**config.mk**
```make
export PLATFORM = sky130hd
export DESIGN_NAME = payload_serializer
export DESIGN_NICKNAME = d
export VERILOG_FILES = /design/src/rtl/payload_serializer.sv
export SDC_FILE = /design/constraint.sdc
export NUM_CORES = 2
export LEC_CHECK = 0
export CAP_MARGIN = 20
export CORE_ASPECT_RATIO = 1.5
export CORE_MARGIN = 2
export CORE_UTILIZATION = 24
export DETAILED_ROUTE_END_ITERATION = 8
export PLACE_DENSITY = 0.46
export SYNTH_ARGS = -nofsm -noshare
export SYNTH_HDL_FRONTEND = slang
export SYNTH_SLANG_ARGS = --single-unit
```
**constraint.sdc**
```tcl
create_clock -name clk -period 3.6 [get_ports clk]
set_input_delay 0.9 -clock clk [delete_from_list [all_inputs] [get_ports clk]]
set_output_delay 0.9 -clock clk [all_outputs]
set_load 0.005 [all_outputs]
```
**src/rtl/payload_serializer.sv**
```systemverilog
// Store-and-forward payload source: buffers one byte packet, publishes its bit
// length, then streams it as BPSK (1 bit/beat) or QPSK (2 bits/beat) symbols.
module payload_serializer #(
  parameter int BYTES = 1,
  parameter int DEPTH = 256,
  parameter int AW    = $clog2(DEPTH)
) (
  input  logic               clk,
  input  logic               rst,
  input  logic [7:0]         s_tdata,
  input  logic               s_tvalid,
  output logic               s_tready,
  input  logic               s_tlast,
  input  logic               s_tuser,
  output logic [BYTES*8-1:0] m_tdata,
  output logic               m_tvalid,
  input  logic               m_tready,
  output logic               m_tlast,
  output logic               m_tuser,
  output logic [15:0]        payload_length,
  input  logic               pkt_sent,
  output logic               overflow,
  output logic               busy
);

  localparam int BITS = BYTES * 8;
  localparam logic [AW-1:0] LAST_ADDR = AW'(DEPTH - 1);
  localparam logic [15:0]   DEPTH16   = 16'(DEPTH);

  typedef enum logic [2:0] {S_IDLE, S_FILL, S_DROP, S_DRAIN, S_WAIT} state_t;

  state_t         state, state_nxt;
  logic [7:0]     mem [DEPTH];
  logic [AW-1:0]  wr_ptr;
  logic [15:0]    byte_count;
  logic [15:0]    rd_cnt;
  logic [15:0]    ld_cnt;
  logic [7:0]     rd_data;
  logic           rd_valid;
  logic [7:0]     sh;
  logic [2:0]     beat_cnt;
  logic           cur_last;
  logic           is_bpsk;
  logic           accept, wr_en, rd_en, load, hs, last_beat;

  assign accept    = s_tvalid && s_tready;
  assign wr_en     = accept && (state == S_IDLE || state == S_FILL);
  assign hs        = m_tvalid && m_tready;
  assign last_beat = (beat_cnt == (is_bpsk ? 3'd7 : 3'd3));
  // rd_data acts as a one-byte prefetch slot; it is refilled as soon as it is consumed
  assign load      = (state == S_DRAIN) && rd_valid && (!m_tvalid || (hs && last_beat));
  assign rd_en     = (state == S_DRAIN) && (rd_cnt < byte_count) && (!rd_valid || load);
  assign m_tuser   = is_bpsk;

  always_ff @(posedge clk) begin
    if (rst) state <= S_IDLE;
    else     state <= state_nxt;
  end

  always_comb begin
    state_nxt = state;
    case (state)
      S_IDLE:  if (accept) state_nxt = s_tlast ? S_DRAIN : S_FILL;
      S_FILL:  if (accept) begin
                 if (s_tlast)                  state_nxt = S_DRAIN;
                 else if (wr_ptr == LAST_ADDR) state_nxt = S_DROP;
               end
      S_DROP:  if (accept && s_tlast) state_nxt = S_DRAIN;
      S_DRAIN: if (hs && m_tlast) state_nxt = S_WAIT;
      S_WAIT:  if (pkt_sent) state_nxt = S_IDLE;
      default: state_nxt = S_IDLE;
    endcase
  end

  always_comb begin
    s_tready = !rst && (state == S_IDLE || state == S_FILL || state == S_DROP);
    busy     = (state != S_IDLE);
    m_tlast  = m_tvalid && cur_last && last_beat;
    m_tdata  = '0;
    if (is_bpsk) m_tdata = {BITS{sh[7]}};
    else         m_tdata[1:0] = sh[7:6];
  end

  // Buffer storage has no reset; contents are only read after being written
  always_ff @(posedge clk) begin
    if (wr_en) mem[wr_ptr] <= s_tdata;
    if (rd_en) rd_data <= mem[rd_cnt[AW-1:0]];
  end

  always_ff @(posedge clk) begin
    if (rst) begin
      wr_ptr         <= '0;
      byte_count     <= '0;
      payload_length <= '0;
      overflow       <= 1'b0;
      is_bpsk        <= 1'b1;
      rd_cnt         <= '0;
      ld_cnt         <= '0;
      rd_valid       <= 1'b0;
      sh             <= '0;
      beat_cnt       <= '0;
      cur_last       <= 1'b0;
      m_tvalid       <= 1'b0;
    end else begin
      case (state)
        S_IDLE: if (accept) begin
          wr_ptr     <= AW'(1);
          is_bpsk    <= s_tuser;
          overflow   <= 1'b0;
          byte_count <= 16'd1;
          if (s_tlast) payload_length <= 16'd8;
        end
        S_FILL: if (accept) begin
          wr_ptr <= wr_ptr + AW'(1);
          if (s_tlast) begin
            byte_count     <= 16'(wr_ptr) + 16'd1;
            payload_length <= (16'(wr_ptr) + 16'd1) << 3;
          end else if (wr_ptr == LAST_ADDR) begin
            byte_count <= DEPTH16;
            overflow   <= 1'b1;
          end
        end
        S_DROP: begin
          wr_ptr <= '0;
          if (accept && s_tlast) payload_length <= byte_count << 3;
        end
        default: wr_ptr <= '0;
      endcase

      if (state == S_DRAIN) begin
        if (rd_en) rd_cnt <= rd_cnt + 16'd1;
        if (rd_en)     rd_valid <= 1'b1;
        else if (load) rd_valid <= 1'b0;
        if (load) begin
          sh       <= rd_data;
          beat_cnt <= '0;
          cur_last <= (ld_cnt == byte_count - 16'd1);
          ld_cnt   <= ld_cnt + 16'd1;
          m_tvalid <= 1'b1;
        end else if (hs) begin
          sh       <= is_bpsk ? {sh[6:0], 1'b0} : {sh[5:0], 2'b00};
          beat_cnt <= beat_cnt + 3'd1;
          if (last_beat) m_tvalid <= 1'b0;
        end
      end else begin
        rd_cnt   <= '0;
        ld_cnt   <= '0;
        rd_valid <= 1'b0;
        beat_cnt <= '0;
        m_tvalid <= 1'b0;
      end
    end
  end

endmodule

```
==> metrics.md <==
| Metric | Value |
|---|---|
| Layout cells sized above 1 | `0.2920` |
| Mean instance size in the synthesized netlist | `19.35 um2` |
| Count leader, synth | `edfxtp_1` |
| Maximum clock path buffer count | `4` |
| Synthesis warning total | `0` |
| H-tree depth | `4` |
| Crit path launch type | `register` |
| Count of endpoints failing hold in the final timing report | `0` |
| Hold Path Class | `reg -> reg` |
| Iter 0 DRT Violations | `4020` |
| CTS tree | `yes` |
| First-pass GRT wire length | `381900 um` |
| Final critical path time including I/O delays and setup | `3.483 ns` |
| Top-level I/O count | `45` |
| Maximum VDD drop | `412.4 uV` |
| Most frequent cells after synthesis | `2056 x edfxtp_1, 421 x mux4_2, 352 x nor2_1` |
| Count of input and output buffers | `37` |
| Worst-Skew Late Latency | `0.87 ns` |
| Peak Freq | `287.1 MHz` |
| Proportion of netlist area held by the largest area contributor | `0.7309` |
| Biggest area consumer among synthesized cells | `edfxtp_1` |
| Slew at the pin with the worst max-slew slack | `0.9766 ns` |
| GRT Overall Usage | `0.1515` |
| RSZ-0062 raised after global routing | `no` |
| Area of the die | `356800 um2` |
| Post-synthesis cell type count | `84` |
| Root Driver | `clkbuf_16` |
| Dominant combinational cell family by area after synthesis | `multiplexers` |
| Number of buffers created by CTS | `195` |
| Flip-flop cell with the highest count after synthesis | `edfxtp_1` |
| Chip Height | `730.6 um` |
| Residual DRC | `0` |
| Mux contribution to synthesized area | `0.1429` |
| Remaining Overflow, GRT | `0` |
| Horizontal die dimension | `488.4 um` |
| Number of instances in the synthesized netlist | `4366` |
| Final Setup Violations | `0` |
| Post-synthesis share of cell area spent on full adders, half adders and majority gates | `0.002370` |
| Post-Synth XOR/XNOR Area | `0.003525` |
| Top cells by area, synth | `edfxtp_1 73%, mux4_2 11%, mux2i_1 2.5%` |
| Simple-gate area share of the yosys netlist | `0.03925` |
| Vias | `45290` |
| Ratio of final minimum period to clock period | `0.9675` |
| Static Leak | `31.60 nW` |
| Worst hold slack after final layout | `0.4561 ns` |
| Crit path required time | `4.23 ns` |
| Wirelength, routed | `275400 um` |
| Post-synthesis to final-layout area growth | `21.16%` |
| Worst Setup End Kind | `register` |
| Type of the setup path with the least slack | `reg -> reg` |
| Critical path data arrival time | `4.11 ns` |
| Final HPWL DP | `184400 um` |
| Largest fanout of any net on the critical path | `13` |
| Floorplan Core Area | `350100 um2` |
| Initial antenna violation count | `11` |
| Final number of max-transition violations | `0` |
| Total power per unit cell area | `488.1 nW/um2` |
| Number of synthesized flops with an enable pin | `2056` |
| Vias in the first global route | `47110` |
| First drt pass iteration count | `7` |
| Worst clock skew | `0.04317 ns` |
| Post-synthesis instance area | `84470 um2` |
| Residual antenna-violating net count after detailed routing | `0` |
| TritonCTS sink count | `2133` |
| Share of the synthesized area in compound gates (AO/OA/AOI/OAI) | `0.03988` |
| Hold bufs inserted after CTS | `0` |
| Share of async-settable or async-resettable flops after synthesis | `0` |
| Effective utilization at floorplan | `0.2413` |
| Via/cell ratio | `4.565` |
| Status | `finished, final reports clean` |
| Rows | `266` |
| Detailed-route wire length per cell | `27.76 um` |
| Tot Pwr | `49.95 mW` |
| Largest net degree at the start of global routing | `96` |
| Worst slew margin relative to its limit | `0.3446` |
| Nets | `5108` |
| Number of max-cap violations | `0` |
| Sequential-to-total area share from yosys stat | `0.7492` |
| Clk slew on worst S/H paths | `0.07 ns` |
| Gp weighted congestion | `0.8236` |
| Number of flip-flops and latches in the synthesized netlist | `2133` |
-- timing repair --
item / in CTS / in global routing
gates resized for setup: 3 / 0
setup endpoints to repair: 5 / 3
setup buffers: 1 / 5
pin swaps: 0 / 0
hold endpoints to repair: 0 / 0
-- per-layer routing --
layer	up-vias	wire (um)	global-route usage
li1	19250	-	-
met1	24210	103800	0.1756
met2	1431	148100	0.2830
met3	401	12150	0.01611
met4	2	11380	0.05924
met5	-	13	0
-- worst max-delay path, stage by stage (launching register included) --
cell       delay (ns)
dfxtp_4          0.69
buf_4            0.27
buf_4            0.16
nand3_1          0.31
o22ai_1          0.39
a2111oi_0        0.13
buf_4            0.16
a311oi_2         0.44
nor4_1           0.14
buf_4            0.19
o22ai_1          0.33
-- layout make-up --
type / count / area [um2]
Fill cell: 34550 / 247800
Tap cell: 4690 / 5868
Sequential cell: 2133 / 63300
Timing Repair Buffer: 781 / 7064
Multi-Input combinational cell: 1945 / 19440
Inverter: 21 / 81.33
Antenna cell: 3 / 7.507
Clock inverter: 124 / 1515
Clock buffer: 225 / 5056
-- path summary, 6_finish.rpt --
kind                              endpoint  cells past startpoint        from  slack (ns)
worst max-delay path            rd_data[0]                     10   rd_cnt[2]        0.12
worst min-delay path            rd_cnt[13]                      1  rd_cnt[13]        0.46
worst max register to register  rd_data[0]                     10   rd_cnt[2]        0.12
worst min register to register  rd_cnt[13]                      1  rd_cnt[13]        0.46
-- cells in the final DEF, fill, tap and decap left out, types with 11 or more instances in the layout --
cell type / n
a22o_1: 12
buf_12: 86
mux2i_1: 207
nand2b_1: 18
xor2_1: 21
nor4_1: 13
dfxtp_1: 70
xnor2_1: 13
bufinv_16: 32
inv_1: 19
nand4_1: 27
buf_4: 658
a21oi_1: 124
clkdlybuf4s50_1: 29
clkbuf_1: 27
mux4_1: 18
clkinvlp_4: 16
o211ai_1: 13
o221ai_1: 12
nand3_1: 44
o21ai_0: 53
a31oi_1: 12
nor2b_1: 13
ha_1: 16
and2_1: 17
clkinv_1: 29
a21o_1: 11
o22ai_1: 27
nor2_1: 348
nand2_1: 164
a211oi_1: 23
nor3_1: 37
clkbuf_16: 198
a221oi_1: 39
a22oi_1: 88
edfxtp_1: 2056
clkinv_2: 28
mux4_2: 421
-- logic make-up after synthesis --
| family | Yosys count |
|---|---|
| compound gates | 487 |
| xor+xnor | 34 |
| fa+ha+maj | 16 |
| buf+inv | 294 |
| flops | 2133 |
| mux | 650 |
| other cells | 1 |
| simple gates | 751 |
-- sequential cells by signal (all words and copies together), names as in the netlist --
signal,flops
rd_cnt,16
rd_data,8
m_tvalid,1
m_tuser,1
mem,2048
state,3
beat_cnt,3
sh,8
ld_cnt,16
overflow,1
byte_count,9
wr_ptr,8
payload_length,9
cur_last,1
rd_valid,1
-- per-stage QoR --
stage	cells	TNS, ns	setup WS, ns	utilization	area [um2]
2_1_floorplan	4372	0	0.5445	-	84490
3_3_place_gp	9564	-9.481	-0.2886	0.2733	95670
3_5_place_dp	9564	-1.047	-0.3155	0.2733	95670
4_1_cts	9914	0	0.008775	0.2921	102300
5_1_grt	9920	0	0.04517	0.2923	102300
6_report	9922	0	0.1169	0.2923	102300
-- power breakdown --
| group | total (mW) | internal (mW) | switching [mW] | leakage [nW] |
|---|---|---|---|---|
| registers | 27.2 | 27.2 | 0.0156 | 19.1 |
| clock network | 21.9 | 12.4 | 9.47 | 3.17 |
| logic | 0.879 | 0.178 | 0.701 | 9.33 |
(Power assumes the default switching activity.)
